`config.mk`:
```
export PLATFORM = sky130hd
export DESIGN_NAME = esfa_test_sequencer
export DESIGN_NICKNAME = d
export VERILOG_FILES = /design/src/rtl/esfa_pkg.sv /design/src/rtl/esfa_report_tx.sv /design/src/rtl/esfa_test_sequencer.sv
export SDC_FILE = /design/constraint.sdc
export NUM_CORES = 1
export LEC_CHECK = 0
export ABC_AREA = 1
export CORE_MARGIN = 2
export CORE_UTILIZATION = 53
export CTS_CLUSTER_DIAMETER = 150
export DETAILED_ROUTE_END_ITERATION = 8
export PLACE_DENSITY = 0.92
export SYNTH_ARGS = -nofsm -noshare
export SYNTH_HDL_FRONTEND = slang
export SYNTH_HIERARCHICAL = 1
export SYNTH_SLANG_ARGS = --single-unit
```
`constraint.sdc`:
```
create_clock -name clk -period 3.2 [get_ports clk]
set_input_delay 0.48 -clock clk [delete_from_list [all_inputs] [get_ports clk]]
set_output_delay 0.48 -clock clk [all_outputs]
set_load 0.1 [all_outputs]
```
`src/rtl/esfa_pkg.sv`:
```
// Shared definitions for the ESFA self-checking program sequencer.
// Instruction field layout, report bytes and FSM state encodings.
package esfa_pkg;

  localparam int INSTR_W    = 56;
  localparam int WW_BIT     = 0;
  localparam int NIDX_LSB   = 8;
  localparam int NVAL_LSB   = 16;
  localparam int META_LSB   = 24;
  localparam int ISMETA_BIT = 32;
  localparam int SEL_LSB    = 40;
  localparam int ASSERT_BIT = 48;

  localparam logic [7:0] PASS_BYTE = 8'hAA;
  localparam logic [7:0] FAIL_BYTE = 8'hEE;

  typedef enum logic [2:0] {
    S_IDLE,
    S_FETCH,
    S_LATCH,
    S_ISSUE,
    S_WAIT,
    S_CHECK,
    S_REPORT
  } seq_state_e;

  typedef enum logic [1:0] {
    T_IDLE,
    T_FREE,
    T_RISE,
    T_FALL
  } tx_state_e;

  typedef struct packed {
    logic [7:0] new_index;
    logic [7:0] new_value;
    logic [7:0] metadata;
    logic       is_metadata;
    logic [7:0] selector;
    logic       asrt;
  } instr_t;

endpackage

```
`src/rtl/esfa_report_tx.sv`:
```
// Sends a one- or two-byte report over the UART handshake.
// ack pulses once the final byte has left the transmitter.
module esfa_report_tx
  import esfa_pkg::*;
(
  input  logic       clk,
  input  logic       rst,
  input  logic       req,
  input  logic [1:0] nbytes,
  input  logic [7:0] b0,
  input  logic [7:0] b1,
  input  logic       is_transmitting,
  output logic [7:0] tx_byte,
  output logic       transmit,
  output logic       ack
);

  tx_state_e  state;
  logic       second_pending;
  logic [7:0] next_byte;

  always_ff @(posedge clk or posedge rst) begin
    if (rst) begin
      state          <= T_IDLE;
      tx_byte        <= 8'h00;
      transmit       <= 1'b0;
      ack            <= 1'b0;
      second_pending <= 1'b0;
      next_byte      <= 8'h00;
    end else begin
      transmit <= 1'b0;
      ack      <= 1'b0;
      unique case (state)
        T_IDLE: begin
          if (req) begin
            tx_byte        <= b0;
            next_byte      <= b1;
            second_pending <= (nbytes == 2'd2);
            state          <= T_FREE;
          end
        end
        T_FREE: begin
          if (!is_transmitting) begin
            transmit <= 1'b1;
            state    <= T_RISE;
          end
        end
        T_RISE: begin
          if (is_transmitting) begin
            state <= T_FALL;
          end
        end
        T_FALL: begin
          if (!is_transmitting) begin
            if (second_pending) begin
              tx_byte        <= next_byte;
              second_pending <= 1'b0;
              state          <= T_FREE;
            end else begin
              ack   <= 1'b1;
              state <= T_IDLE;
            end
          end
        end
        default: state <= T_IDLE;
      endcase
    end
  end

endmodule

```
`src/rtl/esfa_test_sequencer.sv`:
```
// Walks the instruction ROM, drives ESFADesign and checks asserted
// results, then reports pass/fail bytes over the UART.
module esfa_test_sequencer
  import esfa_pkg::*;
#(
  parameter int ADDR_W         = 8,
  parameter int RESULT_LATENCY = 1
) (
  input  logic              clk,
  input  logic              rst,
  input  logic              start,
  input  logic [ADDR_W:0]   num_instr,
  output logic [ADDR_W-1:0] rom_addr,
  input  logic [55:0]       rom_data,
  output logic              esfa_will_write,
  output logic [7:0]        esfa_new_index,
  output logic [7:0]        esfa_new_value,
  output logic [7:0]        esfa_metadata,
  output logic [7:0]        esfa_selector,
  output logic              esfa_is_metadata,
  input  logic              res_bool,
  input  logic [7:0]        res_value,
  output logic [7:0]        tx_byte,
  output logic              transmit,
  input  logic              is_transmitting,
  output logic              busy,
  output logic              done,
  output logic              pass
);

  localparam int CNT_W =
    (RESULT_LATENCY > 1) ? $clog2(RESULT_LATENCY) : 1;
  localparam logic [CNT_W-1:0] CNT_ONE = 1;
  localparam logic [CNT_W-1:0] CNT_LOAD = CNT_W'(RESULT_LATENCY - 1);
  localparam logic [ADDR_W:0] PC_ONE = 1;
  localparam logic [ADDR_W:0] MAX_N = {1'b1, {ADDR_W{1'b0}}};

  seq_state_e       state;
  logic [ADDR_W:0]  pc;
  logic [ADDR_W:0]  pc_inc;
  logic [ADDR_W:0]  n_instr;
  logic [ADDR_W:0]  n_sat;
  logic [CNT_W-1:0] wait_cnt;
  instr_t           ir;
  logic             res_pass;
  logic [7:0]       fail_idx;
  logic             rpt_req;
  logic [1:0]       rpt_nbytes;
  logic [7:0]       rpt_b0;
  logic             rpt_ack;
  logic             mismatch;
  logic             last;
  logic             unused_rom;

  assign unused_rom = ^{rom_data[7:1], rom_data[39:33],
                        rom_data[55:49]};

  assign esfa_new_index   = ir.new_index;
  assign esfa_new_value   = ir.new_value;
  assign esfa_metadata    = ir.metadata;
  assign esfa_selector    = ir.selector;
  assign esfa_is_metadata = ir.is_metadata;

  assign pc_inc = pc + PC_ONE;
  assign last   = (pc_inc == n_instr);
  assign n_sat  = (num_instr > MAX_N) ? MAX_N : num_instr;
  assign rpt_b0 = res_pass ? PASS_BYTE : FAIL_BYTE;

  assign mismatch = ir.asrt &&
    ((res_bool != ir.is_metadata) || (res_value != ir.metadata));

  always_ff @(posedge clk or posedge rst) begin
    if (rst) begin
      state           <= S_IDLE;
      pc              <= '0;
      n_instr         <= '0;
      wait_cnt        <= '0;
      ir              <= '0;
      rom_addr        <= '0;
      esfa_will_write <= 1'b0;
      res_pass        <= 1'b0;
      fail_idx        <= 8'h00;
      rpt_req         <= 1'b0;
      rpt_nbytes      <= 2'd1;
      busy            <= 1'b0;
      done            <= 1'b0;
      pass            <= 1'b0;
    end else begin
      esfa_will_write <= 1'b0;
      rpt_req         <= 1'b0;
      unique case (state)
        S_IDLE: begin
          if (start) begin
            busy     <= 1'b1;
            done     <= 1'b0;
            pass     <= 1'b0;
            pc       <= '0;
            rom_addr <= '0;
            n_instr  <= n_sat;
            if (num_instr == '0) begin
              res_pass   <= 1'b1;
              rpt_nbytes <= 2'd1;
              rpt_req    <= 1'b1;
              state      <= S_REPORT;
            end else begin
              state <= S_FETCH;
            end
          end
        end
        S_FETCH: state <= S_LATCH;
        S_LATCH: begin
          ir.new_index    <= rom_data[NIDX_LSB +: 8];
          ir.new_value    <= rom_data[NVAL_LSB +: 8];
          ir.metadata     <= rom_data[META_LSB +: 8];
          ir.is_metadata  <= rom_data[ISMETA_BIT];
          ir.selector     <= rom_data[SEL_LSB +: 8];
          ir.asrt         <= rom_data[ASSERT_BIT];
          esfa_will_write <= rom_data[WW_BIT];
          state           <= S_ISSUE;
        end
        S_ISSUE: begin
          wait_cnt <= CNT_LOAD;
          state    <= (RESULT_LATENCY > 1) ? S_WAIT : S_CHECK;
        end
        S_WAIT: begin
          // WAIT occupies RESULT_LATENCY-1 cycles; CHECK is the last one
          if (wait_cnt <= CNT_ONE) begin
            wait_cnt <= '0;
            state    <= S_CHECK;
          end else begin
            wait_cnt <= wait_cnt - CNT_ONE;
          end
        end
        S_CHECK: begin
          if (mismatch) begin
            res_pass   <= 1'b0;
            fail_idx   <= 8'(pc);
            rpt_nbytes <= 2'd2;
            rpt_req    <= 1'b1;
            state      <= S_REPORT;
          end else if (last) begin
            res_pass   <= 1'b1;
            rpt_nbytes <= 2'd1;
            rpt_req    <= 1'b1;
            state      <= S_REPORT;
          end else begin
            pc       <= pc_inc;
            rom_addr <= pc_inc[ADDR_W-1:0];
            state    <= S_FETCH;
          end
        end
        S_REPORT: begin
          if (rpt_ack) begin
            done  <= 1'b1;
            pass  <= res_pass;
            busy  <= 1'b0;
            state <= S_IDLE;
          end
        end
        default: state <= S_IDLE;
      endcase
    end
  end

  esfa_report_tx u_report_tx (
    .clk             (clk),
    .rst             (rst),
    .req             (rpt_req),
    .nbytes          (rpt_nbytes),
    .b0              (rpt_b0),
    .b1              (fail_idx),
    .is_transmitting (is_transmitting),
    .tx_byte         (tx_byte),
    .transmit        (transmit),
    .ack             (rpt_ack)
  );

endmodule

```
Word level (Yosys, flattened, before mapping)
Cells that the tools add are included.
{"block": "op_classes", "mux": 61, "n_lt_le_gt_ge": 2, "addsub": 2, "eq_ne": 25, "n_reduce_logical": 19}
{"cell": "8-bit 2-to-1 mux", "n": 6}
{"cell": "9-bit 2-to-1 mux", "n": 4}
{"cell": "8-bit case mux with 2 select lines", "n": 2}
{"cell": "1-bit 2-to-1 mux", "n": 23}
{"cell": "3-bit case mux with 7 select lines", "n": 1}
{"cell": "3-bit 2-to-1 mux", "n": 6}
{"cell": "2-bit != test, second input constant", "n": 9}
{"cell": "9-bit case mux with 2 select lines", "n": 1}
{"cell": "2-bit 2-to-1 mux", "n": 8}
{"cell": "4-bit AND reduction", "n": 4}
{"cell": "1-bit case mux with 2 select lines", "n": 7}
{"cell": "9-bit by 1-bit adder with 9-bit output, second input constant", "n": 1}
{"cell": "3-bit equality test, second input constant", "n": 3}
{"cell": "9-bit equality test", "n": 1}
{"cell": "9-bit greater-than comparator, second input constant", "n": 1}
{"cell": "9-bit zero test", "n": 1}
{"cell": "3-bit AND reduction", "n": 3}
{"cell": "8-bit != test", "n": 1}
{"cell": "2-bit case mux with 4 select lines", "n": 1}
{"cell": "2-bit nonzero test", "n": 4}
{"cell": "7-bit 2-to-1 mux", "n": 1}
{"cell": "2-bit equality test, second input constant", "n": 3}
{"cell": "3-bit by 2-bit equality test with 1-bit output, second input constant", "n": 2}
{"cell": "2-bit AND reduction", "n": 3}
{"cell": "12 further kinds", "n": 13}
{"block": "word_totals", "regBits": 101, "word_cells": 134}

Longest topological paths before layout
Gate-level depths: netlist (run 1).
{"block": "logic_depth", "word_depth": 5, "ltp_mapped": 14, "mapped_depth_nobuf": 14}

Hierarchy
Netlist (run 1), hierarchy kept.
{"mod": "esfa_test_sequencer", "seq_area_each_um2": 1778.0, "instances": 1, "cells_per_inst": 494, "area_per_inst_um2": 3762.4}
{"mod": "esfa_report_tx", "seq_area_each_um2": 525.5, "instances": 1, "cells_per_inst": 143, "area_per_inst_um2": 1126.1}

Least setup slack after synthesis (run 1)
No wires, ideal clock.
{"block": "synth_path", "path_type": "register to register", "start": "reg ir, in the netlist esfa_is_metadata", "end": "reg pc[7]", "period_less_slack_ps": 2023, "path_stages_with_launch": 9, "setup_time_ps": 118, "t_required_ps": 3082, "path_buffers": 1, "arrival_time_ps": 1905, "path_slack_ps": 1177, "path_cell_list": "dfrtp_1 xor2_1 nor3_1 nand4_1 nand3_1 buf_2 nand3_2 nand2_1 nand2_1"}
{"block": "synth_via", "elab_chain_len": 5}
{"item": "from (decl)", "line_no": "esfa_test_sequencer.sv:44", "text": "instr_t ir;"}
{"item": "1-bit != test", "line_no": "esfa_test_sequencer.sv:70", "text": "((res_bool != ir.is_metadata) || (res_value != ir.metadata));"}
{"item": "1-bit logical OR", "line_no": "esfa_test_sequencer.sv:70"}
{"item": "1-bit logical AND", "line_no": "esfa_test_sequencer.sv:69", "text": "assign mismatch = ir.asrt &&"}
{"item": "2-bit != test (no source line)"}
{"item": "4-bit AND reduction (no source line)"}
{"item": "to (signal assigned)", "line_no": "esfa_test_sequencer.sv:147", "text": "pc <= pc_inc;"}
{"item": "to (decl)", "line_no": "esfa_test_sequencer.sv:39", "text": "logic [ADDR_W:0] pc;"}
No other way between the ends.
A chain may end at the register's enable or synchronous reset.

Worst setup path after layout (run 1)
{"block": "layout_path", "start": "reg ir, in the netlist esfa_selector[7]", "end": "out esfa_selector[7]"}
{"item": "to (decl)", "line_no": "esfa_test_sequencer.sv:19", "text": "output logic [7:0] esfa_selector,"}
No word-level cell between the ends.

==> impl_metrics.ini, run 1 <==
[yosys]
yosysSeqAreaShare_pct = 47.1
yosysMostFrequentCell = nand2_1
synth_common_cells = nand2_1, dfrtp_1, inv_1
ys_warn_count = 6
synthCells = 637
synth_largest_area_cell = dfrtp_1
synth_xor_xnor_area_share_pct = 1.07
avgSynthCellArea_um2 = 7.67
yosysTopAreaCellShare_pct = 46.6
synth_top_family_by_area = simple AND/OR/NAND/NOR gates
synthSimpleGateAreaFrac_pct = 33.3
synthArstFlopShare_pct = 100
synth-seq-cells = 92
synthFlopType = dfrtp_1
synth_edf_count = 0
synthTopCellsByArea = dfrtp_1, nand2_1, buf_4, nand3_1, inv_1
synth_compound_area_share_pct = 3.89
synth_fa_ha_area_share_pct = 1.79
muxShareOfSynthArea_pct = 0
syn_area_um2 = 4890
synth.distinct_cells = 37

[floorplan]
die_w_um = 100
start_util_pct = 53.7
num_io_pins = 132
die_y_um = 100
die-area_um2 = 10000
rows = 35
coreArea_um2 = 9110

[detailed_routing]
drtIter0Drc = 256
routed_via_density = 5.07
drt_pass1_iterations = 5
post-route-drc-count = 0
wl_mm = 10.5
wl_per_cell_um = 12.7
ant_nets = 0
vias = 4189

[critical_path]
path_max_fanout = 2
crit_arrival_ns = 1.89
worst_ep_required_time_ns = 2.72
critPathMaxStageDelay_ns = 1.14
crit_type = register to output port
cp_top_family = buffers and inverters
path_buf_inv = 1
end_kind = output port
cpMaxStageDelayCell = clkdlybuf4s50_1
crit_chain = clkdlybuf4s50_1
start_kind = register

[sta]
fin_worst_skew_ns = 0.0108
hold_viol_final = 0
setup_tns_ns = 0
maxSlewViolCount = 0
period_minus_slack_ns = 2.37
clock.fmax_ghz = 0.422
post-route-period-util_pct = 74.0
rsz0062_at_grt = false
tightest_slew_ns = 0.988
slew_headroom_pct = 33.9
setup_viol = 0
worst_slack_ns = 0.832

[global_route]
grt-ovfl-total = 0
first_global_vias = 3956
globalRouteTotalUtil_pct = 22.0
grt_max_degree = 39
antenna_found_initial = 0
grt_pass1_wl_mm = 17.7

[clocking]
cts_tree = built
cts-root-buf = clkbuf_8
clk_pin_slew_ns = 0.09
holdBufCountCts = 0
cts_buffers = 9
post-cts-setup-buffers = 0
clkSinkCount = 92
clk_latency_ns = 0.36
cts_repair_resize_count = 0
cts_max_path_buffers = 2
htree_levels = 3

[power_and_ir_drop]
leakage_uw = 0.00307
power_density_nw_per_um2 = 1140
vdd.ir_drop.worst_mv = 0.882

[min_path]
hp-class = register to register

[place]
place_hpwl_mm = 7.97
io_buffers = 110
gp_congestion = 0.908
place_worst_setup_slack_ns = 0.587
placedCellCount = 811

[finish]
drive_gt1_share_pct = 10.9
area_growth_pct = 20.8
antenna_cells = 0
fin_cells = 826
final_nets = 796

[status]
status = finished clean

[flow_run]
cap_violations = 0
## layout by cell type, fill, tap and decap left out, types with 5 or more instances in the layout
cell             synthesis  final
nand4_1                 12     12
a21oi_1                  5      5
nor2_1                  25     25
buf_4                   40     38
conb_1                   2      6
ha_1                     7      7
clkdlybuf4s50_1          0     77
clkbuf_8                 0      9
inv_1                   55     54
nand3_1                 54     54
o21ai_0                 19     19
dfrtp_1                 91     91
nand2_1                265    265
## cell type report
| cell class | count | area [um2] |
|---|---|---|
| Clock buffer | 9 | 124 |
| Timing Repair Buffer | 115 | 1060 |
| Sequential cell | 92 | 2300 |
| Clock inverter | 6 | 72.6 |
| Inverter | 60 | 225 |
| Multi-Input combinational cell | 433 | 1990 |
| Fill cell | 739 | 3200 |
| Tap cell | 111 | 139 |
## worst reg2reg max path, cell delays in order (launching register included)
cell     delay, ns
dfrtp_1       0.49
ha_1          0.25
nand2_2       0.11
nor2_4        0.13
nand2_1       0.10
nand3_1       0.07
nand2_1       0.05
nor2_1        0.10
nand3_1       0.10
nor2_2        0.13
nand3_4       0.19
nand3_2       0.24
nand2_1       0.08
nand2_1       0.07
## registers in the layout (all words and copies together), names as in the netlist, 3 cells and up
signal / cells
n_instr: 9
esfa_metadata: 8
esfa_new_index: 8
esfa_new_value: 8
esfa_selector: 8
fail_idx: 8
u_report_tx/next_byte: 8
u_report_tx/tx_byte: 8
rom_addr: 7
state: 3
## report_power, final
part,switching [uW],leakage (uW),internal (uW)
Combinational,3150,0.00179,929
Sequential,290,0.00118,1570
Clock,415,0.0000963,365
Total,3860,0.00307,2870
## kinds of logic (layout without fill, tap and decap cells)
| group | after synthesis | in the layout |
|---|---|---|
| AOI/OAI and AO/OA | 33 | 33 |
| adders and majority gates | 7 | 7 |
| xor gates and xnor gates | 6 | 6 |
| other | 2 | 6 |
| DFF | 92 | 92 |
| and+or+nand+nor | 381 | 381 |
| buffers and inverters | 116 | 190 |
## per-layer routing
layer  GRT usage, %  wire [um]  part of all wire (%)
met1           26.4       4190                    40
met5              0          0                     0
met3           5.99        750                   7.1
met4           8.11        166                   1.6
met2           38.0       5390                    51
## metrics by stage
| stage | hold WS [ns] | instance area, um2 | total power [uW] | util, % |
|---|---|---|---|---|
| after floorplan | 0.442 | 4900 | 5380 | - |
| after global placement | 0.452 | 5710 | 5840 | 62.7 |
| after detailed placement | 0.458 | 5710 | 5970 | 62.7 |
| after CTS | 0.480 | 5910 | 6750 | 64.8 |
| after global routing | 0.496 | 5910 | 7100 | 64.8 |
| final | 0.472 | 5910 | 6720 | 64.8 |
## worst paths after layout
kind | start | endpoint | slack [ns] | cells after the start
min | u_report_tx/tx_byte[4] | u_report_tx/tx_byte[4] | 0.47 | 2
min in group asynchronous | rst | rom_addr[6] | 0.52 | 2
max in group asynchronous | rst | esfa_metadata[0] | 2.04 | 3
max | esfa_selector[7] | esfa_selector[7] | 0.83 | 1
max reg2reg | rom_addr[1] | rom_addr[3] | 1.01 | 13
min reg2reg | u_report_tx/tx_byte[4] | u_report_tx/tx_byte[4] | 0.47 | 2
(Power assumes the default switching activity.)
==> run 2: changes to the inputs <==
--- a/config.mk
+++ b/config.mk
@@ -7,10 +7,10 @@
 export LEC_CHECK = 0
 export ABC_AREA = 1
 export CORE_MARGIN = 2
-export CORE_UTILIZATION = 53
+export CORE_UTILIZATION = 49
 export CTS_CLUSTER_DIAMETER = 150
 export DETAILED_ROUTE_END_ITERATION = 8
-export PLACE_DENSITY = 0.92
+export PLACE_DENSITY = 0.86
 export SYNTH_ARGS = -nofsm -noshare
 export SYNTH_HDL_FRONTEND = slang
 export SYNTH_HIERARCHICAL = 1
==> constraint.sdc (replaced) <==
create_clock -name clk -period 2.5 [get_ports clk]
set_input_delay 0.375 -clock clk [delete_from_list [all_inputs] [get_ports clk]]
set_output_delay 0.375 -clock clk [all_outputs]
set_load 0.1 [all_outputs]
==> run 2 against run 1 <==
Critical path depth grew 12; clock skew about the same; sequential share of layout area shrank 0.058 points; final cell count up 3.0%; sequential power is 28% higher; first-iteration DRC count is 9.4% lower; global-route usage decreased by 1.6 points; hold slack got worse by 0.068 ns; cell area rose by 0.15%; clock power grew 33%; sequential cell count did not move; utilization is 4.0 points lower.
==> impl_metrics.ini, run 2 (synthesis results as in run 1) <==
[critical_path]
cp.depth = 13
path_buf_inv = 0
reg2reg_slack_ns = 0.21
critPathMaxStageDelay_ns = 0.49
crit_type = register to register
cpMaxStageDelayCell = dfrtp_1
r2r_end = rom_addr[2]
worst_ep_required_time_ns = 2.80
worstRegToRegCells = 13
end_kind = register
path_max_fanout = 16
timing.rr.start = rom_addr[1]
cp_top_family = simple AND/OR/NAND/NOR gates
crit_chain = ha_1, nand2_2, nor2_4, nand2_1, nand3_1, nand2_1, nor2_1, nand3_1, nor2_2, nand3_4, nand3_2, nand2_1, nand2_1
cpMostUsedCell = nand2_1
start_kind = register
crit_arrival_ns = 2.59

[global_route]
antenna_found_initial = 0
grt-ovfl-total = 0
first_global_vias = 3975
grt_max_degree = 49
grt_pass1_wl_mm = 18.2
globalRouteTotalUtil_pct = 20.4

[sta]
clock.fmax_ghz = 0.437
tightest_slew_ns = 0.748
setup_tns_ns = 0
slew_headroom_pct = 50.1
period_minus_slack_ns = 2.29
setup_viol = 0
post-route-period-util_pct = 91.6
hold_viol_final = 0
fin_worst_skew_ns = 0.0108
rsz0062_at_grt = false
maxSlewViolCount = 0

[finish]
top_register = n_instr
final_cell_mix = nand2_1, dfrtp_1, buf_4, clkdlybuf4s50_1
fin_cells = 851
antenna_cells = 0
final_nets = 798
largest_reg_flops = 9
drive_gt1_share_pct = 14.1
nFillCells = 887
layout_commonest_cell = nand2_1
area_growth_pct = 21.0

[clocking]
clk_latency_ns = 0.36
clk_pin_slew_ns = 0.09
cts_tree = built
clkSinkCount = 92
cts_repair_resize_count = 0
htree_levels = 3
holdBufCountCts = 0
post-cts-setup-buffers = 0
cts_buffers = 9
cts-root-buf = clkbuf_8
cts_max_path_buffers = 2

[place]
placedCellCount = 835
place_hpwl_mm = 7.89
io_buffers = 110
gp_congestion = 0.884

[floorplan]
die-area_um2 = 10800
coreArea_um2 = 9730
num_io_pins = 132
start_util_pct = 50.2
die_y_um = 104
rows = 36
die_w_um = 104

[power_and_ir_drop]
p_int_uw = 3680
switching_share_pct = 57.2
switchingPower_uw = 4910
combPwrFrac_pct = 60.2
leakage_uw = 0.00311
vdd.ir_drop.worst_mv = 1.06
power_uw = 8590
pwr-share-seq_pct = 27.7
power_density_nw_per_um2 = 1450
clkPwrFrac_pct = 12.1

[detailed_routing]
wl_mm = 10.5
routed_via_density = 4.87
ant_nets = 0
drtIter0Drc = 232
drt_pass1_iterations = 7
vias = 4146
post-route-drc-count = 0
wl_per_cell_um = 12.3

[status]
status = finished clean

[min_path]
hp-class = input port to asynchronous set/reset pin

[flow_run]
cap_violations = 0
[run 2: cell count changes in the layout (fill, tap and decap cells not counted)]
cell,change
buf_4,+22
clkdlybuf4s50_1,-21
clkbuf_8,+2
clkinv_2,+2
clkinv_4,-2
inv_6,-2
buf_12,+1
clkbuf_1,+1
[run 2: how the worst max path moves through the flow]
| stage | startpoint | to | slack [ns] |
|---|---|---|---|
| final | rom_addr[1] | rom_addr[2] | 0.21 |
| after global routing | rom_addr[1] | rom_addr[5] | 0.04 |
| after CTS | rom_addr[1] | rom_addr[2] | 0.23 |
| after detailed placement | rom_addr[1] | rom_addr[0] | 0.28 |
| after global placement | res_value[7] | fail_idx[1] | 0.40 |
| after floorplan | rst | busy | 0.33 |
[run 2: routing by layer]
layer	GRT usage (%)	vias to the layer above	part of all wire, %	wire length (um)
met5	0	-	0	0
met4	5.98	0	1.6	164
met3	4.82	18	6.4	668
met2	35.2	136	50	5290
met1	25.6	1906	42	4390
li1	-	2086	-	-
[run 2: final cells by class]
type / count / area, um2 / share of cell area [%]
flip-flops and latches: 92 / 2300 / 38.9
clock inverters: 4 / 47.5 / 0.804
multi-input cells: 433 / 1990 / 33.6
well taps: 133 / 166 / 2.81
clock buffers: 12 / 155 / 2.62
repair buffers: 117 / 1030 / 17.4
inverters: 60 / 225 / 3.81
[run 2: stage by stage]
stage          hold WS [ns]  setup slack [ns]  instance area, um2  util, %
6_report              0.405             0.211                5920     60.8
3_3_place_gp          0.456             0.405                5710     58.7
5_1_grt               0.467            0.0392                5920     60.8
3_5_place_dp          0.459             0.284                5710     58.7
4_1_cts               0.424             0.235                5920     60.8
2_1_floorplan         0.352             0.330                4900        -
[run 2: power groups by stage]
stage	clock (uW)	sequential, uW	combinational [uW]
floorplan	0	3010	3880
global placement	0	2380	5070
detailed placement	0	2400	5190
CTS	1060	2380	5190
global route	1120	2450	5500
finish	1040	2380	5170
[run 2: worst reg2reg max path: stages, from the launching register on]
cell     delay (ns)
dfrtp_1        0.49
ha_1           0.26
nand2_2        0.12
nor2_4         0.14
nand2_1        0.10
nand3_1        0.08
nand2_1        0.07
nor2_1         0.13
nand3_1        0.11
nor2_2         0.15
nand3_4        0.20
nand3_2        0.25
nand2_1        0.07
nand2_1        0.07
==> run 3: changes to the inputs <==
--- a/config.mk
+++ b/config.mk
@@ -7,11 +7,10 @@
 export LEC_CHECK = 0
 export ABC_AREA = 1
 export CORE_MARGIN = 2
-export CORE_UTILIZATION = 49
+export CORE_UTILIZATION = 48
 export CTS_CLUSTER_DIAMETER = 150
 export DETAILED_ROUTE_END_ITERATION = 8
 export PLACE_DENSITY = 0.86
 export SYNTH_ARGS = -nofsm -noshare
 export SYNTH_HDL_FRONTEND = slang
-export SYNTH_HIERARCHICAL = 1
 export SYNTH_SLANG_ARGS = --single-unit
==> run 3 against run 2 <==
Count of clock-buffer cells in the layout unchanged; cell area shrank 4.8%; sequential cell count is the same; highest routed layer unchanged; non-clock buffer count decreased by 1; worst setup slack better by 0.066 ns; utilization up 0.17 points; wire length down 8.8%.
==> impl_metrics.ini, run 3 <==
[status]
status = finished clean

[critical_path]
crit_type = register to register
end_kind = register
worst_ep_required_time_ns = 2.79
crit_arrival_ns = 2.51
start_kind = register
path_max_fanout = 17

[sta]
slew_headroom_pct = 68.2
setup_tns_ns = 0
tightest_slew_ns = 0.473
clock.fmax_ghz = 0.450
rsz0062_at_grt = false
maxSlewViolCount = 0
post-route-period-util_pct = 88.9
fin_worst_skew_ns = 0.0114
whs_ns = 0.488
hold_viol_final = 0
period_minus_slack_ns = 2.22
setup_viol = 0

[detailed_routing]
ant_nets = 0
wl_mm = 9.58
drt_pass1_iterations = 4
vias = 3500
post-route-drc-count = 0
wl_per_cell_um = 13.5
drtIter0Drc = 153
routed_via_density = 4.92

[floorplan]
die_y_um = 101
coreArea_um2 = 9240
die-area_um2 = 10300
die_w_um = 101
start_util_pct = 49.3
num_io_pins = 132
rows = 35

[clocking]
cts_buffers = 9
post-cts-setup-buffers = 0
clkSinkCount = 92
clk_latency_ns = 0.35
cts_tree = built
clk_pin_slew_ns = 0.09
cts-root-buf = clkbuf_8
cts_max_path_buffers = 2
holdBufCountCts = 0
htree_levels = 3
cts_repair_resize_count = 0

[yosys]
yosysMostFrequentCell = nand2_1
synth_common_cells = nand2_1, dfrtp_1, inv_1
yosysSeqAreaShare_pct = 50.6
synth_edf_count = 0
synthTopCellsByArea = dfrtp_1, nand2_1, mux2_2, buf_4, inv_1
synthArstFlopShare_pct = 100
syn_area_um2 = 4550
avgSynthCellArea_um2 = 9.11
synthCells = 500
synth-seq-cells = 92
yosysTopAreaCellShare_pct = 50.0
synthFlopType = dfrtp_1
synth.distinct_cells = 35
ys_warn_count = 0
synth_largest_area_cell = dfrtp_1
syn_nets = 583

[global_route]
grt-ovfl-total = 0
antenna_found_initial = 0
grt_max_degree = 59
first_global_vias = 3523
globalRouteTotalUtil_pct = 19.9
grt_pass1_wl_mm = 16.3

[finish]
stdcell_area_um2 = 5630
area_growth_pct = 23.7
antenna_cells = 0
largest_reg_flops = 9
drive_gt1_share_pct = 21.6
fin_cells = 711
top_register = n_instr
nFillCells = 773
final_nets = 660
final_cell_mix = nand2_1, dfrtp_1, inv_1, buf_4, clkdlybuf4s50_1
layout_commonest_cell = nand2_1

[place]
gp_congestion = 0.940
placedCellCount = 695
io_buffers = 110
place_hpwl_mm = 7.11
placed_area_um2 = 5410

[min_path]
hp-class = input port to asynchronous set/reset pin

[flow_run]
cap_violations = 0
-- run 3: cell count changes after synthesis, moves of 3 or more --
cell / before / now
clkbuf_1: 10 / 7
nand2_1: 265 / 103
buf_6: 4 / 1
inv_1: 55 / 60
a21oi_1: 5 / 17
nor2_1: 25 / 35
o21ai_0: 19 / 26
mux2_2: 0 / 33
nand3_1: 54 / 25
-- run 3: cell type report --
type	instances	area, um2	share of cell area, %
Multi-Input combinational cell	294	1670	29.6
Clock buffer	12	165	2.93
Inverter	64	244	4.33
Timing Repair Buffer	116	1040	18.4
Sequential cell	92	2300	40.9
Clock inverter	4	56.3	0.999
Tap cell	129	161	2.86
-- run 3: logic make-up (layout without fill, tap and decap cells) --
| family | after synthesis | after routing | synth area share (%) |
|---|---|---|---|
| AO/OA/AOI/OAI | 51 | 51 | 5.91 |
| XOR/XNOR | 9 | 9 | 1.73 |
| adder cells (fa/ha/maj) | 5 | 5 | 1.37 |
| buffers and inverters | 114 | 196 | 12.9 |
| flip-flops | 92 | 92 | 50.6 |
| multiplexers | 34 | 34 | 8.38 |
| AND/OR/NAND/NOR | 195 | 195 | 19.1 |
-- run 3: final timing paths --
check,start,end,slack [ns],depth (start not counted)
worst max-delay path,rom_addr[0],rom_addr[2],0.28,13
worst min-delay path,rst,u_report_tx.tx_byte[6],0.49,3
worst max register to register,rom_addr[0],rom_addr[2],0.28,13
worst min register to register,u_report_tx.tx_byte[4],u_report_tx.tx_byte[4],0.49,2
max in group asynchronous,rst,esfa_selector[6],1.62,3
min in group clk,u_report_tx.tx_byte[4],u_report_tx.tx_byte[4],0.49,2
-- run 3: routing by layer --
metal  part of all wire [%]  global-route usage, %
met5                      0                      0
met4                    1.3                   7.07
met3                    4.6                   2.97
met2                     52                   34.5
met1                     42                   25.5
-- run 3: stage by stage --
step | util (%) | setup WS [ns]
global placement | 58.6 | 0.411
CTS | 61.0 | 0.303
global route | 61.0 | 0.0862
finish | 61.0 | 0.277
floorplan | - | 0.408
detailed placement | 58.6 | 0.341
-- run 3: worst max-delay path: stages (launching register included) --
cell and delay [ns]:
dfrtp_1 0.51, ha_1 0.25, nand3_1 0.14, inv_2 0.10
nand2_1 0.06, nand2_1 0.08, nand2_1 0.08, nand2_1 0.06
nand2_1 0.06, nor2_2 0.15, nand4_4 0.26, nand3_2 0.27
nand2_1 0.08, nand2_1 0.06
Power of run 3 is not shown: default switching activity piles up to over one toggle a cycle in this logic, so the estimate is an artifact.
